**src/rtl/ex_mul_ctrl_if.sv**
```systemverilog
// Signal bundle between the EX-stage multiply requester, the pipeline/writeback
// port and the iterative multiplier ex_mul.
interface ex_mul_ctrl_if #(
    parameter int DATA_W = 32,
    parameter int ADDR_W = 5
);
    logic              inst_valid_i;
    logic [2:0]        inst_op_i;
    logic [DATA_W-1:0] rs1_data_i;
    logic [DATA_W-1:0] rs2_data_i;
    logic [ADDR_W-1:0] rd_addr_i;
    logic              flush_i;
    logic              stall_o;
    logic              mul_start_o;
    logic [DATA_W-1:0] mul_multiplicand_o;
    logic [DATA_W-1:0] mul_multiplier_o;
    logic [2:0]        mul_op_o;
    logic [ADDR_W-1:0] mul_reg_waddr_o;
    logic              mul_ready_i;
    logic [DATA_W-1:0] mul_res_i;
    logic              mul_busy_i;
    logic [ADDR_W-1:0] mul_reg_waddr_i;
    logic              wb_we_o;
    logic [ADDR_W-1:0] wb_waddr_o;
    logic [DATA_W-1:0] wb_wdata_o;
    logic              err_o;

    modport master (
        input  inst_valid_i, inst_op_i, rs1_data_i, rs2_data_i, rd_addr_i, flush_i,
               mul_ready_i, mul_res_i, mul_busy_i, mul_reg_waddr_i,
        output stall_o, mul_start_o, mul_multiplicand_o, mul_multiplier_o, mul_op_o,
               mul_reg_waddr_o, wb_we_o, wb_waddr_o, wb_wdata_o, err_o
    );

    modport slave (
        output inst_valid_i, inst_op_i, rs1_data_i, rs2_data_i, rd_addr_i, flush_i,
               mul_ready_i, mul_res_i, mul_busy_i, mul_reg_waddr_i,
        input  stall_o, mul_start_o, mul_multiplicand_o, mul_multiplier_o, mul_op_o,
               mul_reg_waddr_o, wb_we_o, wb_waddr_o, wb_wdata_o, err_o
    );
endinterface

```
**src/rtl/ex_mul_ctrl.sv**
```systemverilog
// EX-stage requester for the iterative multiplier: launches ex_mul, stalls the
// pipeline until the result returns, and issues a one-cycle writeback.
module ex_mul_ctrl #(
    parameter int DATA_W      = 32,
    parameter int ADDR_W      = 5,
    parameter int TIMEOUT_CYC = 48
) (
    input  logic          clk,
    input  logic          rst,
    ex_mul_ctrl_if.master bus
);
    localparam int CNT_W = (TIMEOUT_CYC > 1) ? $clog2(TIMEOUT_CYC) : 1;
    localparam logic [CNT_W-1:0] CNT_LAST = CNT_W'(TIMEOUT_CYC - 1);

    typedef enum logic [1:0] {
        IDLE  = 2'd0,
        REQ   = 2'd1,
        DONE  = 2'd2,
        DRAIN = 2'd3
    } state_t;

    state_t            state_q, state_d;
    logic [2:0]        op_q, op_d;
    logic [DATA_W-1:0] rs1_q, rs1_d;
    logic [DATA_W-1:0] rs2_q, rs2_d;
    logic [ADDR_W-1:0] rd_q, rd_d;
    logic [CNT_W-1:0]  cnt_q, cnt_d;
    logic              tmo_q, tmo_d;
    logic              err_q, err_d;
    logic [DATA_W-1:0] wb_wdata_q, wb_wdata_d;
    logic              cache_vld_q, cache_vld_d;
    logic [2:0]        cache_op_q, cache_op_d;
    logic [DATA_W-1:0] cache_rs1_q, cache_rs1_d;
    logic [DATA_W-1:0] cache_rs2_q, cache_rs2_d;
    logic [DATA_W-1:0] cache_res_q, cache_res_d;
    logic              launch_s;
    logic              hit_s;
    logic              stall_s;
    logic              start_s;
    logic              we_s;
    logic              unused_busy_s;

    // Gating with rst keeps the combinational stall low while reset is held.
    assign launch_s = !rst && bus.inst_valid_i && (bus.rd_addr_i != '0) && !bus.flush_i;
    // The cache key is the operand values themselves, so register writes never stale it.
    assign hit_s    = cache_vld_q && (bus.inst_op_i == cache_op_q) &&
                      (bus.rs1_data_i == cache_rs1_q) && (bus.rs2_data_i == cache_rs2_q);
    assign unused_busy_s = bus.mul_busy_i;

    // Next-state, datapath capture and output decode.
    always_comb begin
        state_d     = state_q;
        op_d        = op_q;
        rs1_d       = rs1_q;
        rs2_d       = rs2_q;
        rd_d        = rd_q;
        cnt_d       = cnt_q;
        tmo_d       = tmo_q;
        err_d       = 1'b0;
        wb_wdata_d  = wb_wdata_q;
        cache_vld_d = cache_vld_q && !bus.flush_i;
        cache_op_d  = cache_op_q;
        cache_rs1_d = cache_rs1_q;
        cache_rs2_d = cache_rs2_q;
        cache_res_d = cache_res_q;
        stall_s     = 1'b0;
        start_s     = 1'b0;
        we_s        = 1'b0;
        case (state_q)
            IDLE: begin
                if (launch_s) begin
                    stall_s = 1'b1;
                    op_d    = bus.inst_op_i;
                    rs1_d   = bus.rs1_data_i;
                    rs2_d   = bus.rs2_data_i;
                    rd_d    = bus.rd_addr_i;
                    cnt_d   = '0;
                    tmo_d   = 1'b0;
                    if (hit_s) begin
                        wb_wdata_d = cache_res_q;
                        state_d    = DONE;
                    end else begin
                        state_d = REQ;
                    end
                end else begin
                    state_d = IDLE;
                end
            end
            REQ: begin
                stall_s = 1'b1;
                start_s = 1'b1;
                cnt_d   = cnt_q + CNT_W'(1);
                if (bus.flush_i) begin
                    state_d = DRAIN;
                end else if (bus.mul_ready_i) begin
                    wb_wdata_d = bus.mul_res_i;
                    err_d      = (bus.mul_reg_waddr_i != rd_q);
                    state_d    = DONE;
                end else if (cnt_q == CNT_LAST) begin
                    wb_wdata_d = '0;
                    err_d      = 1'b1;
                    tmo_d      = 1'b1;
                    state_d    = DONE;
                end else begin
                    state_d = REQ;
                end
            end
            DONE: begin
                state_d = IDLE;
                if (bus.flush_i) begin
                    we_s        = 1'b0;
                    cache_vld_d = 1'b0;
                end else begin
                    we_s        = 1'b1;
                    cache_vld_d = !tmo_q;
                    cache_op_d  = op_q;
                    cache_rs1_d = rs1_q;
                    cache_rs2_d = rs2_q;
                    cache_res_d = wb_wdata_q;
                end
            end
            DRAIN: begin
                state_d = IDLE;
            end
            default: begin
                state_d = IDLE;
            end
        endcase
    end

    // State and datapath registers; reset clears everything including the cache.
    always_ff @(posedge clk or posedge rst) begin
        if (rst) begin
            state_q     <= IDLE;
            op_q        <= 3'd0;
            rs1_q       <= '0;
            rs2_q       <= '0;
            rd_q        <= '0;
            cnt_q       <= '0;
            tmo_q       <= 1'b0;
            err_q       <= 1'b0;
            wb_wdata_q  <= '0;
            cache_vld_q <= 1'b0;
            cache_op_q  <= 3'd0;
            cache_rs1_q <= '0;
            cache_rs2_q <= '0;
            cache_res_q <= '0;
        end else begin
            state_q     <= state_d;
            op_q        <= op_d;
            rs1_q       <= rs1_d;
            rs2_q       <= rs2_d;
            rd_q        <= rd_d;
            cnt_q       <= cnt_d;
            tmo_q       <= tmo_d;
            err_q       <= err_d;
            wb_wdata_q  <= wb_wdata_d;
            cache_vld_q <= cache_vld_d;
            cache_op_q  <= cache_op_d;
            cache_rs1_q <= cache_rs1_d;
            cache_rs2_q <= cache_rs2_d;
            cache_res_q <= cache_res_d;
        end
    end

    assign bus.stall_o            = stall_s;
    assign bus.mul_start_o        = start_s;
    assign bus.mul_multiplicand_o = rs1_q;
    assign bus.mul_multiplier_o   = rs2_q;
    assign bus.mul_op_o           = op_q;
    assign bus.mul_reg_waddr_o    = rd_q;
    assign bus.wb_we_o            = we_s;
    assign bus.wb_waddr_o         = rd_q;
    assign bus.wb_wdata_o         = wb_wdata_q;
    assign bus.err_o              = err_q;
endmodule

```
**src/flat_wrapper.sv**
```systemverilog
// flat-port wrapper written by rule: the top's interface ports become plain ports
module ex_mul_ctrl_flat 
#(
    parameter int DATA_W      = 32,
    parameter int ADDR_W      = 5,
    parameter int TIMEOUT_CYC = 48
)
  (clk, rst, bus_inst_valid_i, bus_inst_op_i, bus_rs1_data_i, bus_rs2_data_i, bus_rd_addr_i, bus_flush_i, bus_mul_ready_i, bus_mul_res_i, bus_mul_busy_i, bus_mul_reg_waddr_i, bus_stall_o, bus_mul_start_o, bus_mul_multiplicand_o, bus_mul_multiplier_o, bus_mul_op_o, bus_mul_reg_waddr_o, bus_wb_we_o, bus_wb_waddr_o, bus_wb_wdata_o, bus_err_o);
  ex_mul_ctrl_if #(.DATA_W(DATA_W), .ADDR_W(ADDR_W)) bus_i ();
  input  logic clk;
  input  logic rst;
  input wire logic [$bits(bus_i.inst_valid_i)-1:0] bus_inst_valid_i;
  input wire logic [$bits(bus_i.inst_op_i)-1:0] bus_inst_op_i;
  input wire logic [$bits(bus_i.rs1_data_i)-1:0] bus_rs1_data_i;
  input wire logic [$bits(bus_i.rs2_data_i)-1:0] bus_rs2_data_i;
  input wire logic [$bits(bus_i.rd_addr_i)-1:0] bus_rd_addr_i;
  input wire logic [$bits(bus_i.flush_i)-1:0] bus_flush_i;
  input wire logic [$bits(bus_i.mul_ready_i)-1:0] bus_mul_ready_i;
  input wire logic [$bits(bus_i.mul_res_i)-1:0] bus_mul_res_i;
  input wire logic [$bits(bus_i.mul_busy_i)-1:0] bus_mul_busy_i;
  input wire logic [$bits(bus_i.mul_reg_waddr_i)-1:0] bus_mul_reg_waddr_i;
  output wire logic [$bits(bus_i.stall_o)-1:0] bus_stall_o;
  output wire logic [$bits(bus_i.mul_start_o)-1:0] bus_mul_start_o;
  output wire logic [$bits(bus_i.mul_multiplicand_o)-1:0] bus_mul_multiplicand_o;
  output wire logic [$bits(bus_i.mul_multiplier_o)-1:0] bus_mul_multiplier_o;
  output wire logic [$bits(bus_i.mul_op_o)-1:0] bus_mul_op_o;
  output wire logic [$bits(bus_i.mul_reg_waddr_o)-1:0] bus_mul_reg_waddr_o;
  output wire logic [$bits(bus_i.wb_we_o)-1:0] bus_wb_we_o;
  output wire logic [$bits(bus_i.wb_waddr_o)-1:0] bus_wb_waddr_o;
  output wire logic [$bits(bus_i.wb_wdata_o)-1:0] bus_wb_wdata_o;
  output wire logic [$bits(bus_i.err_o)-1:0] bus_err_o;
  assign bus_i.inst_valid_i = bus_inst_valid_i;
  assign bus_i.inst_op_i = bus_inst_op_i;
  assign bus_i.rs1_data_i = bus_rs1_data_i;
  assign bus_i.rs2_data_i = bus_rs2_data_i;
  assign bus_i.rd_addr_i = bus_rd_addr_i;
  assign bus_i.flush_i = bus_flush_i;
  assign bus_i.mul_ready_i = bus_mul_ready_i;
  assign bus_i.mul_res_i = bus_mul_res_i;
  assign bus_i.mul_busy_i = bus_mul_busy_i;
  assign bus_i.mul_reg_waddr_i = bus_mul_reg_waddr_i;
  assign bus_stall_o = bus_i.stall_o;
  assign bus_mul_start_o = bus_i.mul_start_o;
  assign bus_mul_multiplicand_o = bus_i.mul_multiplicand_o;
  assign bus_mul_multiplier_o = bus_i.mul_multiplier_o;
  assign bus_mul_op_o = bus_i.mul_op_o;
  assign bus_mul_reg_waddr_o = bus_i.mul_reg_waddr_o;
  assign bus_wb_we_o = bus_i.wb_we_o;
  assign bus_wb_waddr_o = bus_i.wb_waddr_o;
  assign bus_wb_wdata_o = bus_i.wb_wdata_o;
  assign bus_err_o = bus_i.err_o;
  ex_mul_ctrl #(.DATA_W(DATA_W), .ADDR_W(ADDR_W), .TIMEOUT_CYC(TIMEOUT_CYC)) u_core (.clk(clk), .rst(rst), .bus(bus_i));
endmodule
```
**config.mk**
```make
export PLATFORM = sky130hd
export DESIGN_NAME = ex_mul_ctrl_flat
export DESIGN_NICKNAME = d
export VERILOG_FILES = /design/src/rtl/ex_mul_ctrl_if.sv /design/src/rtl/ex_mul_ctrl.sv /design/src/flat_wrapper.sv
export SDC_FILE = /design/constraint.sdc
export NUM_CORES = 1
export LEC_CHECK = 0
export BUFFER_PORTS_ARGS = -buffer_cell sky130_fd_sc_hd__buf_2
export CORE_ASPECT_RATIO = 1.5
export CORE_UTILIZATION = 38
export DETAILED_ROUTE_END_ITERATION = 12
export PLACE_DENSITY = 0.62
export SLEW_MARGIN = 10
export SYNTH_ARGS = -nofsm -noshare
export SYNTH_HDL_FRONTEND = slang
export SYNTH_SLANG_ARGS = --single-unit
```
**constraint.sdc**
```tcl
create_clock -name clk -period 11.48 [get_ports clk]
set_clock_uncertainty 0.1 [all_clocks]
set_input_delay 1.148 -clock clk [delete_from_list [all_inputs] [get_ports clk]]
set_output_delay 1.148 -clock clk [all_outputs]
set_load 0.05 [all_outputs]
```
After elaboration in Yosys (flattened, before gate mapping) --
Index checks and enable logic that the tools add are counted.
Operators by class: reductions and logical operators 19, equality and inequality tests 14, divide/modulo/power cells 0, add/sub/neg operators 1, multiply operators 0, bitwise operators 1, muxes and demuxes 30, shift operators 0, $lt $le $gt $ge 0
Operators by type and width (count):
- $mux 32 | 5
- $eq 32x32->1 | 2
- $pmux 32 s2 | 1
- $mux 1 | 14
- $pmux 6 s2 | 1
- $mux 2 | 5
- $reduce_and 5->1 | 2
- $logic_and 1x1->1 | 7
- $add 6x1->6 const B | 1
- $eq 6x6->1 const B | 1
- $mux 6 | 1
- $ne 2x1->1 const B | 3
- $pmux 2 s3 | 1
- $reduce_and 2->1 | 3
- $ne 5x5->1 | 1
- $reduce_bool 5->1 | 1
- $eq 2x2->1 const B | 2
- $ne 2x2->1 const B | 2
- $pmux 1 s2 | 2
- $eq 3x3->1 | 1
- $logic_not 1->1 | 3
- $ne 3x2->1 const B | 1
- $eq 2x1->1 const B | 1
- $logic_not 2->1 | 1
- other kinds (3) | 3
Word-level totals: bits of input ports 115, logic and storage cells 79, latch bits 0, register bits after elaboration 214, bits in read-only memories 0, memories 0, output and inout port bits 113, bits in writable memories 0

Longest topological paths before layout --
Gate-level depths: netlist of the first run.
depth after elaboration 7, depth in mapped cells 8, depth with buffers taken out 7

Worst setup path before layout of the first run --
OpenSTA, ideal clock, no wires.
kind input port to output port, start in bus_rd_addr_i[1], end out bus_stall_o, setup slack 7959 ps, buffers on the path 0, data required time 10232 ps, arrival time 2273 ps, stages on the path 4, cell sequence or4_1 o21ai_2 and2_1 inv_1
Between the ends: longest elaborated chain between the ends 5
RTL lines:
- start, declared | RTL line flat_wrapper.sv:16 | input wire logic [$bits(bus_i.rd_addr_i)-1:0] bus_rd_addr_i;
- $reduce_bool 5->1 | RTL line ex_mul_ctrl.sv:44 | assign launch_s = !rst && bus.inst_valid_i && (bus.rd_addr_i != '0) && !bus.flush_i;
- $logic_and 1x1->1 (2 in a row) | RTL line ex_mul_ctrl.sv:44
- $mux 1 | RTL line ex_mul_ctrl.sv:71 | if (launch_s) begin
- $pmux 1 s2 | RTL line ex_mul_ctrl.sv:69 | case (state_q)
- end, declared | RTL line flat_wrapper.sv:22 | output wire logic [$bits(bus_i.stall_o)-1:0] bus_stall_o;
Every way passes these cells.

Worst setup path in the final report of the first run --
Same ends and word-level chain as after synthesis.

==> implementation parameters, run 1 <==
Parameter                              Value

Timing
  Setup repair after global routing missed its margin ... false
  Worst-case headroom to the max-slew limit ... between 30% and 40%
  Final count of hold timing violations ... 0
  Setup-failing EPs final ... 0
  Period Utilization, post-route ... between 30% and 40%
  Accumulated negative setup slack ... 0 ps
  Highest Clock Rate ... between 200 and 300 MHz
  Pins over their slew limit ... 0
  Hold Worst Slack ... just under 400 ps
  Final worst path period need ... around 3900 ps
  Transition time at the pin with the least slew margin ... slightly above 1000 ps

Power
  Power per Cell Area ... ~300 nW/um2
  Static leakage ... 5.63 nW
  Max VDD drop ... 0.000194 V

Floorplanning
  Horiz. Die Dim ... between 100 and 150 um
  Starting Density ... between 30 and 40%
  Die area ... roughly 26000 um2
  Core Rows ... just over 70
  Die extent in y ... 197 um
  Area of the core region ... 25000 um2
  IO Pins ... between 200 and 250

Placement
  Routability cong. ... approximately 0.8
  DP Cell Count ... 1277
  I/O Buffers ... ~230
  Final HPWL DP ... 15.6 mm

Critical path
  Cell breakdown of the critical path ... buf_2, or4_1, o21ai_2, and2_1, inv_1, buf_2
  Critical Path Most Common Cell ... sky130_fd_sc_hd__buf_2
  Minimum setup slack among reg-to-reg paths ... between 8000 and 9000 ps
  Number of cells on the worst reg-to-reg path ... 5
  Worst reg2reg endpoint ... u_core.bus.wb_wdata_o[31]
  Type of destination of the critical path ... output pin
  Launch instance of the worst register-to-register path ... u_core.state_q[1]
  Slowest CP cell ... sky130_fd_sc_hd__or4_1
  CP peak stage delay ... around 550 ps
  Kind of critical path ... in -> out
  Critical path fanouts, max ... 5
  WP data arrival ... roughly 2600 ps
  Element type at the critical path start ... input pin
  Required time worst endpoint ... a little over 10000 ps

Yosys
  Main flop type after synthesis ... sky130_fd_sc_hd__dfrtp_1
  Post-synthesis instance total ... 759
  Mean instance size in the synthesized netlist ... 12.7 um2
  Number of synthesized flops with an enable pin ... 0
  Fraction of synthesis flops using an asynchronous set or reset pin ... between 90% and 100%
  Post-synthesis cell type with the largest combined area ... sky130_fd_sc_hd__dfrtp_1
  Net count after synthesis ... ~900
  Share of the synthesized area in the top cell type ... 55.7%
  Netlist area before placement ... ~9600 um2
  Top area cells in the synthesized netlist ... sky130_fd_sc_hd__dfrtp_1 (56%), sky130_fd_sc_hd__mux2_2 (19%), sky130_fd_sc_hd__mux2_4 (4.7%), sky130_fd_sc_hd__xnor2_1 (4.4%), sky130_fd_sc_hd__nand2_1 (3.4%)
  Number of flip-flops and latches in the synthesized netlist ... roughly 210
  Share of synthesized area occupied by flip-flops and latches ... 55.7%
  Count of synthesis-stage warnings from yosys ... 0
  Number of unique standard cell types used by synthesis ... 39

Finish
  Layout Area Growth over Synthesis ... 23.7%
  Layout fillers ... between 2000 and 2500
  Final Instance Count excl. Fillers ... between 1000 and 1500
  Sequential cell area in the final layout ... around 5400 um2
  Commonest cells after routing, fill and taps aside ... sky130_fd_sc_hd__buf_2 (226), sky130_fd_sc_hd__dfrtp_1 (214), sky130_fd_sc_hd__mux2_2 (159), sky130_fd_sc_hd__nand2_1 (87), sky130_fd_sc_hd__xnor2_1 (48)
  Most common library cell in the layout ignoring fill and taps ... sky130_fd_sc_hd__buf_2
  Core occupancy in the finished layout ... between 40% and 50%
  Net total in the final layout ... about 1100
  Area taken by multi-input logic gates ... about 4000 um2
  Fraction of layout instances using a drive strength above 1 ... 47.2%

Drt
  Number of violations reported at the end of detailed-routing iteration 0 ... about 270
  Detailed-route vias per instance ... about 4.9
  Initial DRT Pass Iterations ... 4
  Residual DRC count ... 0
  WL final ... about 23 mm
  Total via count in the routed design ... 6503
  Post-route antenna net violation count ... 0
  Detail-routed net length per standard cell ... 17.3 um

CTS
  Num CTS Buffers ... 24
  Count of cells resized by post-cts repair ... 0
  Count of buffers added by post-CTS timing repair for setup ... 0
  TritonCTS clock tree ... done
  Number of clock sinks seen by CTS ... between 200 and 250
  Clock latency on the worst-skew pair ... approximately 500 ps
  Hold-fix buffer count after cts ... 0
  Root cell of the clock tree ... sky130_fd_sc_hd__clkbuf_16
  H-tree Lvls ... 1
  Clock Pin Slew Worst Setup and Hold Paths ... about 60 ps
  Worst-case clock buffer depth ... 3

Global routing
  Largest net degree at the start of global routing ... between 100 and 150
  First-pass GRT wire length ... about 36 mm
  Initial antenna violation count ... 1
  Vias in the first global route ... approximately 6700
  Global Route Usage Sum ... 17.6%
  Grt total ovfl ... 0

Flow run
  Max-cap violations ... 0

Hold path
  Sink of the worst hold path ... u_core.cache_vld_q
  Hold crit path type ... reg -> reg
  Instance count along the most critical hold path ... 1
  Start point of the worst hold path ... u_core.tmo_q

Status
  Outcome ... completed
==> sequential cells by signal, indices dropped and copies added (netlist names) <==
register / cells
u_core.bus.err_o: 1
u_core.bus.mul_multiplicand_o: 32
u_core.bus.mul_multiplier_o: 32
u_core.bus.mul_op_o: 3
u_core.bus.mul_reg_waddr_o: 5
u_core.bus.wb_wdata_o: 32
u_core.cache_op_q: 3
u_core.cache_res_q: 32
u_core.cache_rs1_q: 32
u_core.cache_rs2_q: 32
u_core.cache_vld_q: 1
u_core.cnt_q: 6
u_core.state_q: 2
u_core.tmo_q: 1
==> metal layers <==
metal / wire length [um] / vias to the layer above / track usage (%) / part of all wire, %
li1: - / 3068 / - / -
met1: 9710 / 3229 / 21.6 / 42
met2: 11500 / 173 / 30.8 / 50
met3: 1180 / 33 / 3.45 / 5.2
met4: 497 / 0 / 5.68 / 2.2
met5: 0 / - / 0 / 0
==> metrics by stage <==
| stage | power, W | area (um2) | setup slack (ps) |
|---|---|---|---|
| 2_1_floorplan | 0.00242 | 9620 | 4380 |
| 4_1_cts | 0.00366 | 11900 | 7570 |
| 5_1_grt | 0.00381 | 11900 | 7510 |
| 6_report | 0.00362 | 11900 | 7590 |
| 3_5_place_dp | 0.00278 | 11000 | 7540 |
| 3_3_place_gp | 0.00274 | 11000 | 7500 |
==> worst max-delay path: cells and delay by family <==
| family | cells | cell delay (ps) |
|---|---|---|
| AND/OR/NAND/NOR | 2 | 820 |
| buffers and inverters | 3 | 420 |
| AO/OA/AOI/OAI | 1 | 260 |
==> synthesized netlist by cell type, drive strengths merged, types with 3 or more instances <==
| library cell | n |
|---|---|
| o21ai | 24 |
| nand4 | 27 |
| nor2b | 3 |
| nor4 | 8 |
| nor3 | 4 |
| nand2b | 25 |
| inv | 17 |
| xor2 | 6 |
| buf | 30 |
| o22ai | 5 |
| xnor2 | 48 |
| nand2 | 87 |
| clkbuf | 12 |
| dfrtp | 214 |
| mux2 | 189 |
| nand3 | 39 |
| nor2 | 6 |
==> layout make-up <==
cell class / count / area share, %
clock inverter: 9 / 1.52
timing repair buffer: 232 / 9.88
multi-input combinational: 486 / 33.5
inverter: 17 / 0.599
antenna: 1 / 0.0210
clock buffer: 35 / 6.08
sequential: 214 / 45.0
tap: 328 / 3.45
==> where the power goes <==
part	switching, W	total, W	leakage [nW]	internal, W
Combinational	0.000936	0.00145	2.52	0.000513
Clock	0.000314	0.000865	0.437	0.000551
Sequential	0.000218	0.00130	2.67	0.00108
==> worst max path at each step <==
stage                       startpoint                   endpoint  slack, ps
global placement    bus_rs2_data_i[18]  u_core.bus.wb_wdata_o[31]       7500
finish                bus_rd_addr_i[1]                bus_stall_o       7590
detailed placement  bus_rs2_data_i[18]  u_core.bus.wb_wdata_o[31]       7540
CTS                   bus_rd_addr_i[1]                bus_stall_o       7570
global route          bus_rd_addr_i[1]                bus_stall_o       7510
floorplan                          rst           u_core.bus.err_o       4380
==> logic make-up after synthesis <==
logic type	count (synthesis)	synth area share, %
compound gates	38	2.48
simple gates	204	10.4
mux	189	23.3
xor+xnor	54	4.92
fa+ha+maj	1	0.130
buf+inv	59	3.10
flops	214	55.7
(Power assumes the default switching activity.)
==> run 2: changes to the inputs <==
==> constraint.sdc (replaced) <==
create_clock -name clk -period 3.6 [get_ports clk]
set_clock_uncertainty 0.1 [all_clocks]
set_input_delay 0.36 -clock clk [delete_from_list [all_inputs] [get_ports clk]]
set_output_delay 0.36 -clock clk [all_outputs]
set_load 0.05 [all_outputs]
==> run 2 against run 1 <==
Critical path depth increased by 1. Combinational power increased to 3.2 times the previous value. Global-route usage increased by 0.73 points. Die area unchanged. Non-clock buffer count increased by 51. Clock power increased to 3.2 times the previous value. Utilization increased by 2.2 points. Setup slack got worse by 6800 ps. Worst hold slack got worse by 370 ps. Largest power group unchanged.
==> implementation parameters, run 2 (synthesis gave the netlist of run 1 again) <==
Parameter                              Value

Timing
  Accumulated negative setup slack ... 0 ps
  Hold Worst Slack ... about 17 ps
  Transition time at the pin with the least slew margin ... 742 ps
  Setup repair after global routing missed its margin ... false
  Setup-failing EPs final ... 0
  Highest Clock Rate ... between 300 and 400 MHz
  Pins over their slew limit ... 0
  Final worst path period need ... 2840 ps
  Worst-case headroom to the max-slew limit ... 50.5%
  Final count of hold timing violations ... 0
  Period Utilization, post-route ... between 70% and 80%

Critical path
  Worst Setup SP ... bus_rd_addr_i[1]
  Worst reg2reg endpoint ... u_core.bus.wb_wdata_o[30]
  Required time worst endpoint ... about 3100 ps
  Type of destination of the critical path ... output pin
  Number of cells on the worst reg-to-reg path ... 7
  Slowest CP cell ... sky130_fd_sc_hd__or4_1
  CP peak stage delay ... between 500 and 600 ps
  Worst setup endpoint ... bus_stall_o
  Kind of critical path ... in -> out
  Minimum setup slack among reg-to-reg paths ... roughly 840 ps
  WP data arrival ... ~2400 ps
  Critical path fanouts, max ... 5
  Element type at the critical path start ... input pin
  Cell breakdown of the critical path ... dlygate4sd3_1, buf_2, or4_1, o21ai_2, and2_1, inv_1, buf_2
  Launch instance of the worst register-to-register path ... u_core.cache_rs2_q[18]
  Critical Path Most Common Cell ... sky130_fd_sc_hd__buf_2

Drt
  Post-route antenna net violation count ... 0
  WL final ... around 23 mm
  Number of violations reported at the end of detailed-routing iteration 0 ... about 280
  Residual DRC count ... 0
  Initial DRT Pass Iterations ... 6
  Detail-routed net length per standard cell ... approximately 17 um
  Detailed-route vias per instance ... around 5
  Total via count in the routed design ... slightly below 7000

Finish
  Sequential cell area in the final layout ... approximately 5400 um2
  Core occupancy in the finished layout ... ~50%
  Net total in the final layout ... around 1100
  Most common library cell in the layout ignoring fill and taps ... sky130_fd_sc_hd__buf_2
  Commonest cells after routing, fill and taps aside ... sky130_fd_sc_hd__buf_2 (226), sky130_fd_sc_hd__dfrtp_1 (214), sky130_fd_sc_hd__mux2_2 (159), sky130_fd_sc_hd__nand2_1 (87), sky130_fd_sc_hd__xnor2_1 (48)
  Area taken by multi-input logic gates ... 3980 um2
  Layout Area Growth over Synthesis ... 29.5%
  Final Instance Count excl. Fillers ... roughly 1400
  Layout fillers ... approximately 2200
  Fraction of layout instances using a drive strength above 1 ... 45.6%

Floorplanning
  Die area ... roughly 26000 um2
  Core Rows ... 71
  Die extent in y ... between 150 and 200 um
  Area of the core region ... 25000 um2
  Starting Density ... 38.5%
  Horiz. Die Dim ... between 100 and 150 um
  IO Pins ... between 200 and 250

Placement
  Routability cong. ... just under 0.8
  Final HPWL DP ... around 16 mm
  DP Cell Count ... roughly 1300
  I/O Buffers ... between 200 and 250

Hold path
  Hold crit path type ... in -> reg
  Start point of the worst hold path ... bus_rs1_data_i[16]

Power
  Combinational power share ... between 40% and 50%
  Share of power burned in the clock network ... about a quarter
  Switching power share of the total ... approximately 41%
  Cell internal power dissipation ... roughly 0.0069 W
  Design Power ... 0.0116 W
  Max VDD drop ... roughly 0.0005 V
  Power per Cell Area ... 929 nW/um2
  Static leakage ... a little under 6 nW
  Switching component of the power ... between 0.004 and 0.005 W
  Proportion of power drawn by flip-flops and latches ... 35.9%

Global routing
  Initial antenna violation count ... 1
  Vias in the first global route ... between 6000 and 7000
  First-pass GRT wire length ... between 30 and 40 mm
  Largest net degree at the start of global routing ... 134
  Grt total ovfl ... 0
  Global Route Usage Sum ... a little under a fifth

CTS
  TritonCTS clock tree ... done
  Num CTS Buffers ... 24
  H-tree Lvls ... 1
  Clock Pin Slew Worst Setup and Hold Paths ... about 60 ps
  Clock latency on the worst-skew pair ... roughly 520 ps
  Worst-case clock buffer depth ... 3
  Root cell of the clock tree ... sky130_fd_sc_hd__clkbuf_16
  Number of clock sinks seen by CTS ... approximately 210

Status
  Outcome ... completed

Flow run
  Max-cap violations ... 0
==> run 2: cell types whose count changed in the layout (fill, tap and decap cells not counted), sizes merged <==
cell,change
dlygate4sd3,+47
clkinv,+4
clkinvlp,+3
buf,+4
clkbuf,-5
inv,-2
==> run 2: routing by layer <==
metal  track usage (%)  part of all wire [%]  routed length (um)  up-vias
li1                  -                     -                   -     3172
met1              22.5                    40                9390     3350
met2              32.6                    52               12200      183
met3              3.34                   5.4                1260       33
met4              5.30                   2.0                 465        0
met5                 0                     0                   0        -
==> run 2: worst max-delay path: cells and delay by family <==
family | cells | cell delay, ps
compound gates | 1 | 240
simple gates | 2 | 810
buf+inv | 4 | 960
==> run 2: repair_timing <==
item	in CTS	in global routing
gates resized for setup	0	0
setup buffers	0	0
hold endpoints to repair	126	1
hold buffers	46	1
==> run 2: cell type report <==
cell class	count	share of cell area [%]
clock inverters	14	1.71
well taps	328	3.30
clock buffers	30	5.50
diodes	1	0.0201
multi-input cells	486	32.0
repair buffers	283	14.0
flip-flops and latches	214	43.0
inverters	17	0.542
==> run 2: power groups by stage <==
| stage | Combinational (W) | Clock [W] | Sequential (W) |
|---|---|---|---|
| after detailed placement | 0.00469 | 0 | 0.00419 |
| after global routing | 0.00498 | 0.00289 | 0.00431 |
| after global placement | 0.00463 | 0 | 0.00414 |
| after floorplan | 0.00193 | 0 | 0.00580 |
| after CTS | 0.00474 | 0.00280 | 0.00416 |
| final | 0.00469 | 0.00273 | 0.00415 |
==> run 2: how the worst min path moves through the flow <==
stage | endpoint | cells after the start
floorplan | u_core.cache_vld_q | 1
global placement | u_core.cache_vld_q | 1
detailed placement | u_core.cache_vld_q | 1
CTS | u_core.bus.mul_multiplicand_o[22] | 2
global route | u_core.bus.mul_multiplier_o[14] | 2
finish | u_core.bus.mul_multiplicand_o[16] | 2
==> run 2: per-stage QoR <==
step / cell area [um2] / setup WS, ps
final: 12500 / 759
after global routing: 12500 / 664
after CTS: 12400 / 745
after detailed placement: 11100 / 698
after global placement: 11100 / 696
after floorplan: 9620 / 356
==> run 3: changes to the inputs <==
--- a/config.mk
+++ b/config.mk
@@ -5,11 +5,12 @@
 export SDC_FILE = /design/constraint.sdc
 export NUM_CORES = 1
 export LEC_CHECK = 0
+export ABC_AREA = 1
 export BUFFER_PORTS_ARGS = -buffer_cell sky130_fd_sc_hd__buf_2
 export CORE_ASPECT_RATIO = 1.5
 export CORE_UTILIZATION = 38
 export DETAILED_ROUTE_END_ITERATION = 12
-export PLACE_DENSITY = 0.62
+export PLACE_DENSITY = 0.64
 export SLEW_MARGIN = 10
 export SYNTH_ARGS = -nofsm -noshare
 export SYNTH_HDL_FRONTEND = slang
==> constraint.sdc (replaced) <==
create_clock -name clk -period 2.6 [get_ports clk]
set_clock_uncertainty 0.1 [all_clocks]
set_input_delay 0.26 -clock clk [delete_from_list [all_inputs] [get_ports clk]]
set_output_delay 0.26 -clock clk [all_outputs]
set_load 0.05 [all_outputs]
==> run 3 against run 2 <==
Area after synthesis up 1.1%. Largest cell class unchanged. Die area up 1.1%. Critical path type is now reg -> out. Combinational power up 47%. Final cell count up 35%. Clock power up 14%. Critical path depth down 2. Worst hold slack better by 5.0 ps. Sequential cell count unchanged. Utilization up 0.65 points.
==> implementation parameters, run 3 <==
Parameter                              Value

Timing
  Highest Clock Rate ... ~430 MHz
  Worst-case headroom to the max-slew limit ... between 50% and 60%
  Hold Worst Slack ... 22.2 ps
  Pins over their slew limit ... 0
  Period Utilization, post-route ... 89.6%
  Final count of hold timing violations ... 0
  Setup repair after global routing missed its margin ... false
  Final worst path period need ... 2330 ps
  Setup-failing EPs final ... 0
  Transition time at the pin with the least slew margin ... between 600 and 700 ps
  Accumulated negative setup slack ... 0 ps

Floorplanning
  IO Pins ... 228
  Starting Density ... 38.7%
  Core Rows ... ~70
  Die extent in y ... between 150 and 200 um
  Area of the core region ... ~25000 um2
  Horiz. Die Dim ... 133 um
  Die area ... around 26000 um2

Critical path
  Minimum setup slack among reg-to-reg paths ... ~370 ps
  CP peak stage delay ... roughly 370 ps
  WP data arrival ... between 1500 and 2000 ps
  Cell breakdown of the critical path ... inv_1, nand2_1, nor2_4, buf_12, buf_2
  Required time worst endpoint ... approximately 2200 ps
  Launch instance of the worst register-to-register path ... u_core.cnt_q[0]
  Type of destination of the critical path ... output pin
  Worst reg2reg endpoint ... u_core.bus.wb_wdata_o[24]
  Number of cells on the worst reg-to-reg path ... 10
  Element type at the critical path start ... flip-flop
  Number of logic stages on the critical path including buffering ... 5
  Cell type group with the largest total delay on the critical path ... buffers and inverters
  Slowest CP cell ... sky130_fd_sc_hd__dfrtp_1
  Total buffers and inverters traversed by the critical path ... 3
  Critical path fanouts, max ... 80
  Kind of critical path ... reg -> out

Status
  Outcome ... completed

Yosys
  Main flop type after synthesis ... sky130_fd_sc_hd__dfrtp_1
  Post-synthesis instance total ... around 1200
  Number of flip-flops and latches in the synthesized netlist ... approximately 210
  Number of synthesized flops with an enable pin ... 0
  Net count after synthesis ... between 1000 and 1500
  Count of synthesis-stage warnings from yosys ... 0
  Mean instance size in the synthesized netlist ... between 7 and 8 um2
  Number of unique standard cell types used by synthesis ... 32
  Netlist area before placement ... 9720 um2
  Post-synthesis cell type with the largest combined area ... sky130_fd_sc_hd__dfrtp_1
  Most numerous cell types in the synthesized netlist ... sky130_fd_sc_hd__nand2_1 (515), sky130_fd_sc_hd__dfrtp_1 (214), sky130_fd_sc_hd__o21ai_0 (146)
  Top area cells in the synthesized netlist ... sky130_fd_sc_hd__dfrtp_1 (55%), sky130_fd_sc_hd__nand2_1 (20%), sky130_fd_sc_hd__o21ai_0 (7.5%), sky130_fd_sc_hd__inv_1 (4.4%), sky130_fd_sc_hd__nand3_1 (3.7%)
  Share of synthesized area occupied by flip-flops and latches ... around 55%
  Share of the synthesized area in the top cell type ... a little under three fifths
  Fraction of synthesis flops using an asynchronous set or reset pin ... 100%
  Library cell with the highest instance count after synthesis ... sky130_fd_sc_hd__nand2_1

Finish
  Core occupancy in the finished layout ... between 50% and 60%
  Most common library cell in the layout ignoring fill and taps ... sky130_fd_sc_hd__nand2_1
  Layout Area Growth over Synthesis ... 30.7%
  Net total in the final layout ... about 1600
  Layout fillers ... approximately 2400
  Final Instance Count excl. Fillers ... 1852
  Number of diodes added for antenna fixing ... 0
  Fraction of layout instances using a drive strength above 1 ... 19.3%
  Commonest cells after routing, fill and taps aside ... sky130_fd_sc_hd__nand2_1 (515), sky130_fd_sc_hd__buf_2 (226), sky130_fd_sc_hd__dfrtp_1 (214), sky130_fd_sc_hd__o21ai_0 (146), sky130_fd_sc_hd__inv_1 (113)

Global routing
  Largest net degree at the start of global routing ... around 80
  Global Route Usage Sum ... between 20% and 30%
  First-pass GRT wire length ... roughly 43 mm
  Initial antenna violation count ... 1
  Vias in the first global route ... between 8000 and 9000
  Grt total ovfl ... 0

Drt
  Detail-routed net length per standard cell ... 14.5 um
  Number of violations reported at the end of detailed-routing iteration 0 ... between 400 and 500
  WL final ... about 27 mm
  Residual DRC count ... 0
  Initial DRT Pass Iterations ... 5
  Post-route antenna net violation count ... 0
  Total via count in the routed design ... approximately 8700
  Detailed-route vias per instance ... around 4.7

Hold path
  Hold crit path type ... in -> reg
  Instance count along the most critical hold path ... 5
  Sink of the worst hold path ... u_core.bus.wb_wdata_o[11]
  Start point of the worst hold path ... bus_mul_res_i[11]

Power
  Max VDD drop ... ~0.00060 V
  Power per Cell Area ... around 1200 nW/um2
  Static leakage ... about 6.8 nW

Placement
  I/O Buffers ... around 230
  Routability cong. ... 0.801
  Final HPWL DP ... 18.0 mm
  DP Cell Count ... roughly 1700

CTS
  Number of clock sinks seen by CTS ... about 210
  Clock Pin Slew Worst Setup and Hold Paths ... around 60 ps
  TritonCTS clock tree ... done
  Clock latency on the worst-skew pair ... roughly 500 ps
  Num CTS Buffers ... 22
  H-tree Lvls ... 1
  Worst-case clock buffer depth ... 3
  Root cell of the clock tree ... sky130_fd_sc_hd__clkbuf_16

Flow run
  Max-cap violations ... 0
## run 3: cell count changes after synthesis, sizes merged, moves of 3 or more
cell    change
nand2     +431
mux2      -189
o21ai     +129
inv       +100
nor2       +44
nand3      +34
xnor2      -32
nand2b     -25
nand4      -23
clkbuf     +20
nor4        -8
nor2b       -3
o22ai       -3
## run 3: worst max path at each step
stage | slack (ps) | from | end
final | 270 | u_core.state_q[0] | bus_wb_we_o
after global routing | 150 | u_core.state_q[0] | bus_wb_we_o
after CTS | 50 | u_core.state_q[1] | bus_stall_o
after detailed placement | 360 | u_core.cache_rs1_q[28] | u_core.bus.wb_wdata_o[23]
after global placement | 410 | bus_rs2_data_i[16] | u_core.bus.wb_wdata_o[21]
after floorplan | -540 | rst | u_core.bus.err_o
## run 3: worst min-delay path, delay by kind of cell
| family | cells | cell delay (ps) |
|---|---|---|
| buf+inv | 1 | 80 |
| simple gates | 4 | 260 |
## run 3: cell type report
type                            count  area (um2)  share of cell area, %
Inverter                          117         443                   3.49
Clock inverter                      6        57.6                  0.453
Sequential cell                   214        5360                   42.1
Tap cell                          328         410                   3.23
Timing Repair Buffer              320        2140                   16.8
Clock buffer                       31         646                   5.08
Multi-Input combinational cell    836        3650                   28.8
## run 3: stage by stage
stage / setup WS, ps / area [um2] / power (W)
finish: 270 / 12700 / 0.0157
global route: 151 / 12700 / 0.0168
CTS: 48.1 / 12700 / 0.0159
detailed placement: 362 / 11200 / 0.0126
global placement: 406 / 11200 / 0.0124
floorplan: -544 / 9730 / 0.0108
## run 3: logic make-up after synthesis
| kind of cell | count (synthesis) | synth area share, % |
|---|---|---|
| compound gates | 163 | 8.62 |
| fa+ha+maj | 1 | 0.129 |
| simple gates | 651 | 26.7 |
| buf+inv | 178 | 7.54 |
| flops | 214 | 55.1 |
| xor+xnor | 21 | 1.89 |
## run 3: timing repair
action / 4_1_cts / 5_1_grt
hold buffers: 76 / 0
endpoints found under the setup margin: 0 / 1
gates resized for setup: 0 / 0
endpoints found under the hold margin: 93 / 0
setup buffers: 0 / 2
## run 3: where the power goes
group | total, W | internal, W | switching (W)
registers | 0.00571 | 0.00476 | 0.000946
logic | 0.00689 | 0.00180 | 0.00510
clock network | 0.00312 | 0.00182 | 0.00130
## run 3: routing by layer
metal	wire (um)	GRT usage, %	vias up
met3	1350	3.25	49
met4	772	6.90	2
met5	10	0	-
li1	-	-	4373
met1	11200	25.4	4063
met2	13400	36.0	219
